## src/rtl/mem_arbiter_pkg.sv

```systemverilog
// rtl/mem_arbiter_pkg.sv - shared state encoding and grant constants for mem_arbiter
package mem_arbiter_pkg;

   typedef enum logic [1:0] {
      ST_IDLE = 2'd0,
      ST_BUSY = 2'd1,
      ST_DONE = 2'd2
   } arb_state_t;

   localparam logic GNT_IF = 1'b0;
   localparam logic GNT_DT = 1'b1;

   localparam int DEF_MEM_LATENCY = 4;

endpackage

```

## src/rtl/mem_rr_pick.sv

```systemverilog
// rtl/mem_rr_pick.sv - combinational 2-way round-robin picker (fetch vs data)
module mem_rr_pick
   import mem_arbiter_pkg::*;
(
   input  logic if_req,
   input  logic dt_req,
   input  logic last_grant,
   output logic any_req,
   output logic grant
);

   always_comb begin
      any_req = if_req | dt_req;
      if (if_req && dt_req) begin
         grant = ~last_grant;
      end else if (dt_req) begin
         grant = GNT_DT;
      end else begin
         grant = GNT_IF;
      end
   end

endmodule

```

## src/rtl/mem_arbiter.sv

```systemverilog
// rtl/mem_arbiter.sv - shares one memory port between instruction fetch and data access
module mem_arbiter
   import mem_arbiter_pkg::*;
#(
   parameter int ADDR_W      = 16,
   parameter int DATA_W      = 16,
   parameter int MEM_LATENCY = DEF_MEM_LATENCY
) (
   input  logic              clk,
   input  logic              reset,
   input  logic              if_req,
   input  logic [ADDR_W-1:0] if_addr,
   input  logic              dt_req,
   input  logic              dt_we,
   input  logic [1:0]        dt_wmask,
   input  logic [ADDR_W-1:0] dt_addr,
   input  logic [DATA_W-1:0] dt_wdata,
   output logic              if_rdy,
   output logic              dt_rdy,
   output logic [DATA_W-1:0] rdata,
   output logic              busy,
   output logic              mem_en,
   output logic              mem_we,
   output logic [1:0]        mem_wmask,
   output logic [ADDR_W-1:0] mem_addr,
   output logic [DATA_W-1:0] mem_wdata,
   input  logic [DATA_W-1:0] mem_rdata
);

   localparam int CNT_W = $clog2(MEM_LATENCY) + 1;
   localparam logic [CNT_W-1:0] CNT_LOAD = CNT_W'(MEM_LATENCY - 1);

   arb_state_t        state_q, state_d;
   logic [CNT_W-1:0]  cnt_q;
   logic              gnt_q;
   logic              last_q;
   logic [ADDR_W-1:0] addr_q;
   logic              we_q;
   logic [1:0]        wmask_q;
   logic [DATA_W-1:0] wdata_q;
   logic [DATA_W-1:0] rdata_q;
   logic              any_req;
   logic              pick;
   logic              in_busy;

   mem_rr_pick u_pick (
      .if_req     (if_req),
      .dt_req     (dt_req),
      .last_grant (last_q),
      .any_req    (any_req),
      .grant      (pick)
   );

   always_ff @(posedge clk or posedge reset) begin
      if (reset) begin
         state_q <= ST_IDLE;
      end else begin
         state_q <= state_d;
      end
   end

   always_comb begin
      state_d = state_q;
      case (state_q)
         ST_IDLE: if (any_req) state_d = ST_BUSY;
         ST_BUSY: if (cnt_q == '0) state_d = ST_DONE;
         ST_DONE: state_d = ST_IDLE;
         default: state_d = ST_IDLE;
      endcase
   end

   // Requester inputs are only looked at in IDLE; everything after grant runs off the latched copy.
   always_ff @(posedge clk or posedge reset) begin
      if (reset) begin
         cnt_q   <= '0;
         gnt_q   <= GNT_IF;
         last_q  <= GNT_DT;
         addr_q  <= '0;
         we_q    <= 1'b0;
         wmask_q <= 2'b00;
         wdata_q <= '0;
         rdata_q <= '0;
      end else begin
         case (state_q)
            ST_IDLE: begin
               if (any_req) begin
                  gnt_q <= pick;
                  cnt_q <= CNT_LOAD;
                  if (pick == GNT_IF) begin
                     addr_q  <= if_addr;
                     we_q    <= 1'b0;
                     wmask_q <= 2'b00;
                     wdata_q <= '0;
                  end else begin
                     addr_q  <= dt_addr;
                     we_q    <= dt_we;
                     wmask_q <= dt_wmask;
                     wdata_q <= dt_wdata;
                  end
               end
            end
            ST_BUSY: begin
               if (cnt_q == '0) begin
                  if (!we_q) rdata_q <= mem_rdata;
               end else begin
                  cnt_q <= cnt_q - 1'b1;
               end
            end
            ST_DONE: last_q <= gnt_q;
            default: ;
         endcase
      end
   end

   // Outputs decode only registered state, so reset clears them in the same cycle.
   always_comb begin
      in_busy   = (state_q == ST_BUSY);
      mem_en    = in_busy;
      mem_we    = in_busy & we_q;
      mem_wmask = in_busy ? wmask_q : 2'b00;
      mem_addr  = in_busy ? addr_q : '0;
      mem_wdata = in_busy ? wdata_q : '0;
      if_rdy    = (state_q == ST_DONE) && (gnt_q == GNT_IF);
      dt_rdy    = (state_q == ST_DONE) && (gnt_q == GNT_DT);
      busy      = (state_q != ST_IDLE);
      rdata     = rdata_q;
   end

endmodule

```

## config.mk

```make
export PLATFORM = sky130hd
export DESIGN_NAME = mem_arbiter
export DESIGN_NICKNAME = d
export VERILOG_FILES = /design/src/rtl/mem_arbiter_pkg.sv /design/src/rtl/mem_rr_pick.sv /design/src/rtl/mem_arbiter.sv
export SDC_FILE = /design/constraint.sdc
export NUM_CORES = 1
export LEC_CHECK = 0
export ABC_AREA = 1
export BUFFER_PORTS_ARGS = -buffer_cell sky130_fd_sc_hd__clkbuf_2
export CAP_MARGIN = 25
export CORE_ASPECT_RATIO = 0.5
export CORE_MARGIN = 4
export CORE_UTILIZATION = 43
export CTS_BUF_LIST = sky130_fd_sc_hd__clkbuf_16
export DETAILED_ROUTE_END_ITERATION = 7
export PLACE_DENSITY = 0.81
export SETUP_SLACK_MARGIN = 0.02
export SLEW_MARGIN = 20
export SYNTH_ARGS = -nofsm -noshare
export SYNTH_HDL_FRONTEND = slang
export SYNTH_SLANG_ARGS = --single-unit
export TNS_END_PERCENT = 1
```

## constraint.sdc

```tcl
create_clock -name clk -period 1.75 [get_ports clk]
set_clock_uncertainty 0.05 [all_clocks]
set_input_delay 0.2625 -clock clk [delete_from_list [all_inputs] [get_ports clk]]
set_output_delay 0.2625 -clock clk [all_outputs]
set_load 0.05 [all_outputs]
```

==> flow_summary_export.csv <==
group,metric,value,unit
status,status,"complete, but fails checks",
status,violations,"negative setup slack",
logic_synthesis,synth_seq_cells,58,
setup_path,path_max_fanout,28,
sta,setup_viol,1,
clock_network,clock_sinks,58,
sta,timing.fmax,565,MHz
worst_hold_path,hp-class,"primary input to flop",
grt,grtUsageTotal,20.4,%
power,p_per_area,2350,nW/um^2
sta,fin_crit_sh,101,%
sta,slew_headroom,69.9,%
drt,viasPerCell,4.58,
grt,grt_pass1_wl,13700,microns
place,port_buffers,125,
floorplanning,io_pins,126,
sta,rsz0062_at_grt,"true",
power,total_power,10.2,mW
clock_network,ctsLongestPathBuffers,2,
power,p_comb_share,58.6,%
clock_network,cts_tree,"done",
logic_synthesis,synth_area,2970,sq um
setup_path,worst-setup-path-type,"flop to primary output",
sta,drv_slew,0,
finish,diodes,0,
place,dp_hpwl,5510,microns
finish,layout-drive-gt1-share,31.9,%
floorplanning,die_area,8380,sq um
clock_network,clk_latency,0.32,ns
power,seq_power_share,23.5,%
grt,grt_max_degree,29,
drt,vias,2934,
drt,drt_iter0_markers,251,
finish,area_growth,46.7,%
setup_path,startpoint_type,"flop",
drt,drt_wl_total,8370,microns
sta,worst_slew_pin_slew,0.451,ns
run,maxCapViolCount,0,
finish,fin_nets,616,
logic_synthesis,syn-instance-count,414,
floorplanning,fp-row-count,21,
floorplanning,die_h,66.8,microns
sta,period_needed,1.77,ns
floorplanning,die_x,126,microns
drt,antenna_left,0,
grt,grt_pass1_vias,2979,
logic_synthesis,yosysTopAreaCell,"dfrtp_1",
place,place.gp.congestion,0.798,
logic_synthesis,syn_avg_cell_area,7.17,sq um
logic_synthesis,yosys-top-cells-area,"dfrtp_1, nand2_1, inv_1",
setup_path,arrival,1.46,ns
clock_network,htree_num_levels,3,
setup_path,crit_path_end_kind,"primary output",
logic_synthesis,synth_nets,487,
power,p_switching,5.09,mW
finish,final_area,4360,sq um
sta,final.setup.worst_slack,-0.0189,ns
floorplanning,core,6700,sq um
power,p_leak,2.57,nW
finish,layout_common_cells,"nand2_1, clkbuf_2, inv_1, dfrtp_1, nand3_1",
logic_synthesis,yosysSeqAreaShare,48.9,%
finish,fin_util,65.0,%
logic_synthesis,synth.distinct_cells,17,
power,clock_power_share,18.0,%
floorplanning,initial_utilization,44.3,%
power,peakVddDrop,829,uV
clock_network,numCtsBuffers,9,
sta,hold_violations,0,
drt,wire_per_inst,13.1,microns
setup_path,worst_ep_required_time,1.44,ns
logic_synthesis,yosys_warnings,0,
sta,final.setup.tns,-0.0189,ns
drt,dr.pass1.iters,4,
finish,layout_commonest_cell,"nand2_1",
place,placed_area,3760,sq um
drt,drcViolationCount,0,
power,swShare,49.8,%
grt,antenna_found_initial,0,
clock_network,clk_pin_slew,0.05,ns
power,p_int,5.13,mW
clock_network,clockRootBuffer,"clkbuf_16",
grt,grt_remaining_overflow,0,
logic_synthesis,yosysTopAreaCellShare,48.0,%
==> power by group through the flow <==
| stage | sequential, mW | clock, mW | combinational [mW] |
|---|---|---|---|
| after global placement | 2.37 | 0 | 5.22 |
| final | 2.40 | 1.84 | 5.99 |
| after global routing | 2.48 | 1.92 | 6.46 |
| after detailed placement | 2.39 | 0 | 5.30 |
| after floorplan | 2.96 | 0 | 3.36 |
| after CTS | 2.39 | 1.85 | 5.69 |
==> cells in the mapped netlist, drive strengths merged <==
master / instances
o21ai: 2
dfrtp: 57
nand2: 161
clkbuf: 2
ha: 2
nor2: 45
nand3: 51
dfstp: 1
buf: 15
inv: 78
==> layer usage <==
metal | track usage (%) | wire [microns] | vias up
met4 | 7.30 | 118 | 0
met5 | 0 | 0 | -
li1 | - | - | 1471
met3 | 4.16 | 427 | 13
met1 | 24.5 | 3410 | 1350
met2 | 37.0 | 4410 | 100
==> sequential cells by signal (all words and copies together), names as in the netlist <==
| name | cells |
|---|---|
| wdata_q | 16 |
| last_q | 1 |
| gnt_q | 1 |
| wmask_q | 2 |
| we_q | 1 |
| addr_q | 16 |
| rdata | 16 |
| cnt_q | 3 |
| state_q | 2 |
==> kinds of logic (layout without fill, tap and decap cells) <==
group / count (synthesis) / count (layout) / share of synthesized area [%]
adder cells (fa/ha/maj): 2 / 2 / 0.842
AND/OR/NAND/NOR: 257 / 257 / 36.4
AO/OA/AOI/OAI: 2 / 2 / 0.337
buffers and inverters: 95 / 229 / 13.5
flip-flops: 58 / 58 / 48.9
==> per-stage QoR <==
stage | std cells | worst slack (ns) | hold WS [ns]
after detailed placement | 622 | 0.235 | 0.232
final | 640 | -0.0189 | 0.0866
after CTS | 639 | -0.0116 | 0.0785
after floorplan | 414 | -0.0748 | 0.322
after global routing | 640 | -0.0759 | 0.0940
after global placement | 622 | 0.277 | 0.228
==> worst paths after layout <==
kind	to	slack [ns]	startpoint	cells past startpoint
setup / recovery	mem_wdata[6]	-0.02	state_q[1]$_DFFE_PP0P_	5
hold / removal	wdata_q[8]$_DFFE_PP0P_	0.09	dt_wdata[8]	3
setup reg to reg	wdata_q[3]$_DFFE_PP0P_	0.16	state_q[1]$_DFFE_PP0P_	6
hold reg to reg	rdata[13]$_DFFE_PP0P_	0.42	rdata[13]$_DFFE_PP0P_	2
max in group asynchronous	wmask_q[1]$_DFFE_PP0P_	0.61	reset	4
min in group asynchronous	rdata[6]$_DFFE_PP0P_	0.44	reset	3
==> timing repair <==
action                     in CTS  in global routing
cloned                          0                  0
hold endpoints to repair       18                  0
resized for setup              48                 56
buffers inserted                0                  1
setup endpoints to repair      35                 43
hold buffers                    1                  0
==> critical path: stages, from the launching register on <==
cell and delay (ns):
dfrtp_1 0.39, inv_2 0.07, nand2_1 0.10, buf_12 0.19, nor2_1 0.16, clkbuf_8 0.21
==> cell type report <==
type                       count  area, sq um
fill                         566         2340
sequential                    58         1450
multi-input combinational    261         1150
timing repair buffer         135         1030
inverter                      78          293
clock buffer                   9          225
tap                           92          115
clock inverter                 7         85.1
No activity file was read; power rests on OpenSTA's default activity.
